### src/rtl/seg_scan_pkg.sv
// ---------------------------------------------------------------------------
// seg_scan_pkg
// Shared definitions for the seven-segment scan decoder: active-high glyph
// patterns (bit order gfedcba), scan-filter state encoding and digit count.
// ---------------------------------------------------------------------------
package seg_scan_pkg;

  localparam int NUM_DIGITS = 4;

  // Active-high segment patterns, bit0 = a ... bit6 = g.
  localparam logic [6:0] SEG_0     = 7'h3F;
  localparam logic [6:0] SEG_1     = 7'h06;
  localparam logic [6:0] SEG_2     = 7'h5B;
  localparam logic [6:0] SEG_3     = 7'h4F;
  localparam logic [6:0] SEG_4     = 7'h66;
  localparam logic [6:0] SEG_5     = 7'h6D;
  localparam logic [6:0] SEG_6     = 7'h7D; // with segment a lit
  localparam logic [6:0] SEG_7     = 7'h07; // without segment f
  localparam logic [6:0] SEG_8     = 7'h7F;
  localparam logic [6:0] SEG_9     = 7'h6F; // with segment d lit
  localparam logic [6:0] SEG_A     = 7'h77;
  localparam logic [6:0] SEG_B     = 7'h7C; // lowercase b
  localparam logic [6:0] SEG_C     = 7'h39;
  localparam logic [6:0] SEG_D     = 7'h5E; // lowercase d
  localparam logic [6:0] SEG_E     = 7'h79;
  localparam logic [6:0] SEG_F     = 7'h71;
  localparam logic [6:0] SEG_BLANK = 7'h00;

  typedef enum logic [1:0] {
    IDLE,
    SETTLE,
    HOLD
  } state_t;

endpackage

### src/rtl/seg_scan_decoder_seg7_to_hex.sv
// ---------------------------------------------------------------------------
// seg7_to_hex
// Combinational decode of an active-high seven-segment pattern back to the
// hex nibble it displays. Blank and illegal patterns both return nibble 0
// and are told apart by the blank/err flags.
//
// Ports:
//   pattern  in   7  active-high segments, bit0 = a ... bit6 = g
//   nibble   out  4  decoded hex value (0 when blank or illegal)
//   blank    out  1  all segments off
//   err      out  1  pattern is not one of the sixteen hex glyphs
// ---------------------------------------------------------------------------
module seg7_to_hex
  import seg_scan_pkg::*;
(
  input  logic [6:0] pattern,
  output logic [3:0] nibble,
  output logic       blank,
  output logic       err
);

  // NOTE: every output gets a default before the case so no path through the
  // block leaves a value unassigned; otherwise synthesis infers a latch.
  always_comb begin
    nibble = 4'h0;
    blank  = 1'b0;
    err    = 1'b0;
    case (pattern)
      SEG_0:     nibble = 4'h0;
      SEG_1:     nibble = 4'h1;
      SEG_2:     nibble = 4'h2;
      SEG_3:     nibble = 4'h3;
      SEG_4:     nibble = 4'h4;
      SEG_5:     nibble = 4'h5;
      SEG_6:     nibble = 4'h6;
      SEG_7:     nibble = 4'h7;
      SEG_8:     nibble = 4'h8;
      SEG_9:     nibble = 4'h9;
      SEG_A:     nibble = 4'hA;
      SEG_B:     nibble = 4'hB;
      SEG_C:     nibble = 4'hC;
      SEG_D:     nibble = 4'hD;
      SEG_E:     nibble = 4'hE;
      SEG_F:     nibble = 4'hF;
      SEG_BLANK: blank  = 1'b1;
      default:   err    = 1'b1;
    endcase
  end

endmodule

### src/rtl/seg_scan_decoder.sv
// ---------------------------------------------------------------------------
// seg_scan_decoder
// Receive-side monitor for a multiplexed 4-digit seven-segment bus. Each
// scan step (select + segments) must be stable for STABLE_CYCLES samples
// before it is captured; captured glyphs are decoded into a staging frame,
// and the frame is published once all four digits have been seen.
//
// Optional build macro:
//   SEG_SYNC_EN  two-flop synchronizers on seg_n / sel_n (asynchronous source)
//
// Ports:
//   clock        in   1   system clock
//   reset        in   1   asynchronous, active-low
//   seg_n        in   7   segment lines, active-low, bit0 = a ... bit6 = g
//   sel_n        in   4   digit select, active-low one-hot, bit0 = digit 0
//   frame_data   out  16  last complete frame {d3,d2,d1,d0}
//   frame_valid  out  1   one-cycle pulse when frame outputs update
//   frame_blank  out  4   per digit: glyph was blank
//   frame_err    out  4   per digit: glyph was not a legal hex pattern
//   sel_err      out  1   one-cycle pulse: settled select not one-hot
// ---------------------------------------------------------------------------
module seg_scan_decoder
  import seg_scan_pkg::*;
#(
  parameter int unsigned STABLE_CYCLES = 4
) (
  input  logic                      clock,
  input  logic                      reset,
  input  logic [6:0]                seg_n,
  input  logic [NUM_DIGITS-1:0]     sel_n,
  output logic [4*NUM_DIGITS-1:0]   frame_data,
  output logic                      frame_valid,
  output logic [NUM_DIGITS-1:0]     frame_blank,
  output logic [NUM_DIGITS-1:0]     frame_err,
  output logic                      sel_err
);

  localparam int unsigned CW = $clog2(STABLE_CYCLES + 1);
  localparam logic [CW-1:0] STABLE_CNT = CW'(STABLE_CYCLES);
  localparam logic [CW-1:0] CNT_MAX    = '1;

  // -------------------------------------------------------------------------
  // Input conditioning
  // -------------------------------------------------------------------------
  logic [NUM_DIGITS-1:0] sel_s;
  logic [6:0]            seg_s;

`ifdef SEG_SYNC_EN
  logic [NUM_DIGITS-1:0] sel_meta;
  logic [6:0]            seg_meta;

  // Reset to all-ones: the idle (nothing driven) level of an active-low bus.
  always_ff @(posedge clock or negedge reset) begin
    if (!reset) begin
      sel_meta <= '1;
      sel_s    <= '1;
      seg_meta <= '1;
      seg_s    <= '1;
    end else begin
      sel_meta <= sel_n;
      sel_s    <= sel_meta;
      seg_meta <= seg_n;
      seg_s    <= seg_meta;
    end
  end
`else
  assign sel_s = sel_n;
  assign seg_s = seg_n;
`endif

  // -------------------------------------------------------------------------
  // Select decode and glyph decode of the current sample
  // -------------------------------------------------------------------------
  logic [NUM_DIGITS-1:0] sel_act;
  logic                  sel_onehot;
  logic [1:0]            idx;
  logic [3:0]            dec_nibble;
  logic                  dec_blank;
  logic                  dec_err;

  assign sel_act    = ~sel_s;
  assign sel_onehot = (sel_act != '0) && ((sel_act & (sel_act - 1'b1)) == '0);

  // Only meaningful when sel_onehot is true.
  always_comb begin
    idx = 2'd0;
    for (int i = 0; i < NUM_DIGITS; i++) begin
      if (sel_act[i]) idx = 2'(i);
    end
  end

  seg7_to_hex u_dec (
    .pattern (~seg_s),
    .nibble  (dec_nibble),
    .blank   (dec_blank),
    .err     (dec_err)
  );

  // -------------------------------------------------------------------------
  // Scan filter FSM
  // -------------------------------------------------------------------------
  state_t                state, state_d;
  logic [CW-1:0]         cnt, cnt_d;
  logic [NUM_DIGITS-1:0] prev_sel;
  logic [6:0]            prev_seg;
  logic                  same;
  logic                  settled;
  logic                  capture;
  logic                  sel_err_d;

  assign same = (sel_s == prev_sel) && (seg_s == prev_seg);

  always_comb begin
    state_d = state;
    cnt_d   = cnt;
    settled = 1'b0;
    unique case (state)
      IDLE: begin
        cnt_d   = CW'(1);
        state_d = SETTLE;
      end
      SETTLE: begin
        if (same) cnt_d = (cnt == CNT_MAX) ? cnt : cnt + 1'b1;
        else      cnt_d = CW'(1);
        if (cnt_d == STABLE_CNT) begin
          settled = 1'b1;
          state_d = HOLD;
        end
      end
      HOLD: begin
        if (!same) begin
          cnt_d = CW'(1);
          // A one-sample filter accepts the new value on its first sample.
          if (STABLE_CNT == CW'(1)) settled = 1'b1;
          else                      state_d = SETTLE;
        end
      end
      default: begin
        state_d = IDLE;
        cnt_d   = CW'(1);
      end
    endcase
  end

  assign capture   = settled && sel_onehot;
  assign sel_err_d = settled && !sel_onehot;

  // -------------------------------------------------------------------------
  // Staging frame: next-state with the new digit merged in
  // -------------------------------------------------------------------------
  logic [4*NUM_DIGITS-1:0] stage_data, stage_data_d;
  logic [NUM_DIGITS-1:0]   stage_blank, stage_blank_d;
  logic [NUM_DIGITS-1:0]   stage_err, stage_err_d;
  logic [NUM_DIGITS-1:0]   mask, mask_d;

  always_comb begin
    stage_data_d  = stage_data;
    stage_blank_d = stage_blank;
    stage_err_d   = stage_err;
    mask_d        = mask;
    if (capture) begin
      stage_data_d[{idx, 2'b00} +: 4] = dec_nibble;
      stage_blank_d[idx]              = dec_blank;
      stage_err_d[idx]                = dec_err;
      mask_d[idx]                     = 1'b1;
    end
  end

  // NOTE: all state, including the staging slots, is reset so a reset
  // mid-frame cannot leak stale digits into the next published frame.
  // NOTE: sequential state uses non-blocking assignments so every register
  // samples pre-edge values regardless of statement order.
  always_ff @(posedge clock or negedge reset) begin
    if (!reset) begin
      state       <= IDLE;
      cnt         <= CW'(1);
      prev_sel    <= '1;
      prev_seg    <= '1;
      stage_data  <= '0;
      stage_blank <= '0;
      stage_err   <= '0;
      mask        <= '0;
      frame_data  <= '0;
      frame_blank <= '0;
      frame_err   <= '0;
      frame_valid <= 1'b0;
      sel_err     <= 1'b0;
    end else begin
      state       <= state_d;
      cnt         <= cnt_d;
      prev_sel    <= sel_s;
      prev_seg    <= seg_s;
      stage_data  <= stage_data_d;
      stage_blank <= stage_blank_d;
      stage_err   <= stage_err_d;
      sel_err     <= sel_err_d;
      frame_valid <= 1'b0;
      if (capture && (mask_d == '1)) begin
        // Publish including the digit captured on this same edge.
        frame_data  <= stage_data_d;
        frame_blank <= stage_blank_d;
        frame_err   <= stage_err_d;
        frame_valid <= 1'b1;
        mask        <= '0;
      end else begin
        mask        <= mask_d;
      end
    end
  end

endmodule

### config.mk
export PLATFORM = sky130hd
export DESIGN_NAME = seg_scan_decoder
export DESIGN_NICKNAME = d
export VERILOG_FILES = /design/src/rtl/seg_scan_pkg.sv /design/src/rtl/seg_scan_decoder_seg7_to_hex.sv /design/src/rtl/seg_scan_decoder.sv
export SDC_FILE = /design/constraint.sdc
export NUM_CORES = 1
export LEC_CHECK = 0
export BUFFER_PORTS_ARGS = -buffer_cell sky130_fd_sc_hd__clkbuf_2
export CORE_ASPECT_RATIO = 1.1
export CORE_UTILIZATION = 50
export CTS_BUF_LIST = sky130_fd_sc_hd__clkbuf_16
export DETAILED_ROUTE_END_ITERATION = 10
export PLACE_DENSITY = 0.71
export RECOVER_POWER = 100
export SETUP_SLACK_MARGIN = 0.1
export SYNTH_ARGS = -nofsm -noshare
export SYNTH_HDL_FRONTEND = slang
export SYNTH_SLANG_ARGS = --single-unit
### constraint.sdc
create_clock -name clock -period 4.4 [get_ports clock]
set_clock_uncertainty 0.15 [all_clocks]
set_input_delay 0.22 -clock clock [delete_from_list [all_inputs] [get_ports clock]]
set_output_delay 0.22 -clock clock [all_outputs]
set_load 0.05 [all_outputs]
==> impl_metrics.json <==
{
  "dp_slack_ns": 1.32,
  "synth_top_family_by_area": "simple AND/OR/NAND/NOR gates",
  "fp-row-count": 31,
  "synth_flop_cell": "dfrtp_1",
  "coreArea_um2": 6630,
  "insertion_delay_ns": 0.33,
  "synth-edff-count": 0,
  "viasPerCell": 5.67,
  "drt-total-wl_um": 6740,
  "grt_pass1_vias": 2213,
  "switching_power_uw": 313,
  "drtIter0Drc": 102,
  "firstDrtPassIters": 4,
  "synth-xor-area-share": 0.0382,
  "multiInputGateArea_um2": 1490,
  "io_buffers": 38,
  "setup_tns_ns": 0,
  "cts_made_buffers": 9,
  "antenna-diode-count": 0,
  "worstSetupPathType": "primary input to flip-flop",
  "grt_pass1_wl_um": 11100,
  "rrSetupSlack_ns": 0.97,
  "synth_compound_area_frac": 0.0862,
  "overflow": 0,
  "fillers": 567,
  "critPathRequiredTime_ns": 4.46,
  "vdd_drop_max_mv": 0.298,
  "synthAdderAreaFrac": 0.00364,
  "syn_area_um2": 3440,
  "critPathMaxFanout": 13,
  "crit_arrival_ns": 3.53,
  "numClockSinks": 70,
  "p_sw_frac": 0.210,
  "ys_types": 58,
  "violations": "capacitance limit, slew limit",
  "synth_seq_area_share": 0.514,
  "post-route-min-period_ns": 3.46,
  "clk_pin_slew_ns": 0.05,
  "final_area_um2": 3940,
  "status": "complete, but fails checks",
  "ff_latch_area_um2": 1770,
  "power.total_mw": 1.49,
  "synthToLayoutAreaGrowth_pct": 14.6,
  "die_x_um": 81.1,
  "io_pins": 39,
  "endpoint_kind": "flip-flop",
  "ant_nets": 0,
  "max_cap_viol_count": 1,
  "place_congestion": 0.831,
  "cts-root-buf": "clkbuf_16",
  "maxSlewViolCount": 34,
  "rsz0062_at_grt": "no",
  "htree_num_levels": 3,
  "syn_area_per_cell_um2": 12.5,
  "grt_max_degree": 39,
  "die_area_um2": 7210,
  "utilization": 0.594,
  "fmax_ghz": 0.289,
  "setup_viol": 0,
  "comb_power_share": 0.055,
  "synthCells": 274,
  "syn_nets": 288,
  "yosysWarnings": 0,
  "dp_hpwl_um": 4650,
  "cts_tree": "yes",
  "p_leak_nw": 1.79,
  "initial_utilization": 0.518,
  "hp-class": "primary input to flip-flop",
  "die_h_um": 89.0,
  "grt_antenna_before_repair": 0,
  "drc": 0,
  "cp-start-kind": "primary input",
  "placed_area_um2": 3660,
  "cts.repair.resized": 0,
  "p_seq_frac": 0.441,
  "routed-via-count": 2296,
  "grt_util_all_layers": 0.212,
  "ys_seq_elements": 70,
  "layout_setup_ws_ns": 0.935,
  "power_frac_clock": 0.504,
  "async_flop_share": 1.00,
  "p_int_mw": 1.17,
  "clockBufferDepth": 2,
  "tightest_slew_ns": 1.75,
  "slew_headroom": -0.168,
  "nets": 333,
  "synth_mux_area_frac": 0.149,
  "wl_per_cell_um": 16.7,
  "yosys.area_share.simple": 0.175,
  "power-per-cell-area_nw_per_um2": 378,
  "drive_gt1_frac": 0.217,
  "hold_viol": 0,
  "fin_crit_sh": 0.787
}
## Yosys cell counts, drive strengths merged (3+ instances only)
cell type  count  area, um^2
xnor2         11        96.3
o21ai          7        35.0
inv            6        22.5
nor4b          3        26.3
nand2b        10        62.6
nand3b         4        30.0
nor3b          3        33.8
mux2          41         503
dfstp         12         315
nand3          4        20.0
xor2           4        35.0
nor2          16        60.1
a21oi         10        57.6
nand4b         3        26.3
dfrtp         58        1450
o211a          3        30.0
nand4          5        31.3
nand2         11        41.3
or4b           3        33.8
and4bb         4        50.1
nor4           7        80.1
clkbuf         3        11.3
buf           12        83.8
## worst max-delay path, cell delays in order
cell and delay, ns:
dlygate4sd3_1 0.52, clkbuf_1 0.51, xnor2_1 0.19, nand4_1 0.15, nor4_1 0.67, and4bb_1 0.58, mux2_1 0.39, mux2_2 0.28
## power groups by stage
stage	Combinational (mW)	Sequential [mW]	Clock (mW)
after floorplan	0.0506	0.667	0
after global placement	0.0771	0.666	0
after detailed placement	0.0797	0.667	0
after CTS	0.0860	0.656	0.768
after global routing	0.0917	0.656	0.790
final	0.0819	0.656	0.750
## state kept, by name, indices dropped and copies added (netlist names)
name and count:
cnt 3, stage_err 4, state 2, prev_seg 7, frame_err 4, stage_blank 4, sel_err 1, mask 4
stage_data 16, frame_valid 1, frame_data 16, prev_sel 4, frame_blank 4
## layout make-up
cell class | instances | area share
sequential | 70 | 0.449
tap | 82 | 0.0260
timing repair buffer | 49 | 0.0623
inverter | 6 | 0.00572
clock buffer | 9 | 0.0572
clock inverter | 6 | 0.0219
multi-input combinational | 183 | 0.378
## path summary, 6_finish.rpt
path                                          start  depth (start not counted)                        end
max                                        seg_n[6]                          8  frame_data[6]$_DFFE_PN0P_
max in group asynchronous                     reset                          3  frame_data[3]$_DFFE_PN0P_
min reg2reg                stage_data[14]$_DFF_PN0_                          1   stage_data[14]$_DFF_PN0_
max reg2reg                      cnt[0]$_DFFE_PN1P_                          7  frame_data[6]$_DFFE_PN0P_
min                                        seg_n[0]                          1      prev_seg[0]$_DFF_PN1_
min in group asynchronous                     reset                          2       state[0]$_DFFE_PN0P_
## cells by family after synthesis
group | after synthesis
XOR/XNOR | 15
adder cells (fa/ha/maj) | 1
multiplexers | 42
flip-flops | 70
AND/OR/NAND/NOR | 86
buffers and inverters | 21
AO/OA/AOI/OAI | 39
## per-layer routing
layer	GRT usage	up-vias	wire (um)
met5	0	-	0
met4	0.0942	0	88
met3	0.0551	12	194
met2	0.335	44	3370
met1	0.275	1149	3090
li1	-	1091	-
## placed cells by master (no fill, tap or decap), types with 3 or more instances in the layout
master and instances:
nor4_1 6, dfstp_2 12, nand4b_1 3, o21ai_0 7, inv_1 6, dlygate4sd3_1 9, nand3b_1 4, clkbuf_1 38
a21oi_1 8, nand2_1 11, mux2_1 13, nand2b_1 10, nand4_1 5, mux2_2 26, dfrtp_1 58, clkbuf_16 9
o211a_1 3, xor2_1 4, xnor2_1 11, nor2_1 16, nand3_1 4, nor4b_1 3
## what timing repair did
action / in CTS / in global routing
setup buffers: 0 / 0
hold buffers: 9 / 0
hold endpoints to repair: 39 / 0
## per-stage QoR
stage / hold slack [ns] / instances
2_1_floorplan: -0.226 / 274
3_3_place_gp: 0.165 / 381
3_5_place_dp: 0.175 / 381
4_1_cts: 0.0114 / 405
5_1_grt: 0.147 / 405
6_report: 0.125 / 405
(Power assumes the default switching activity.)
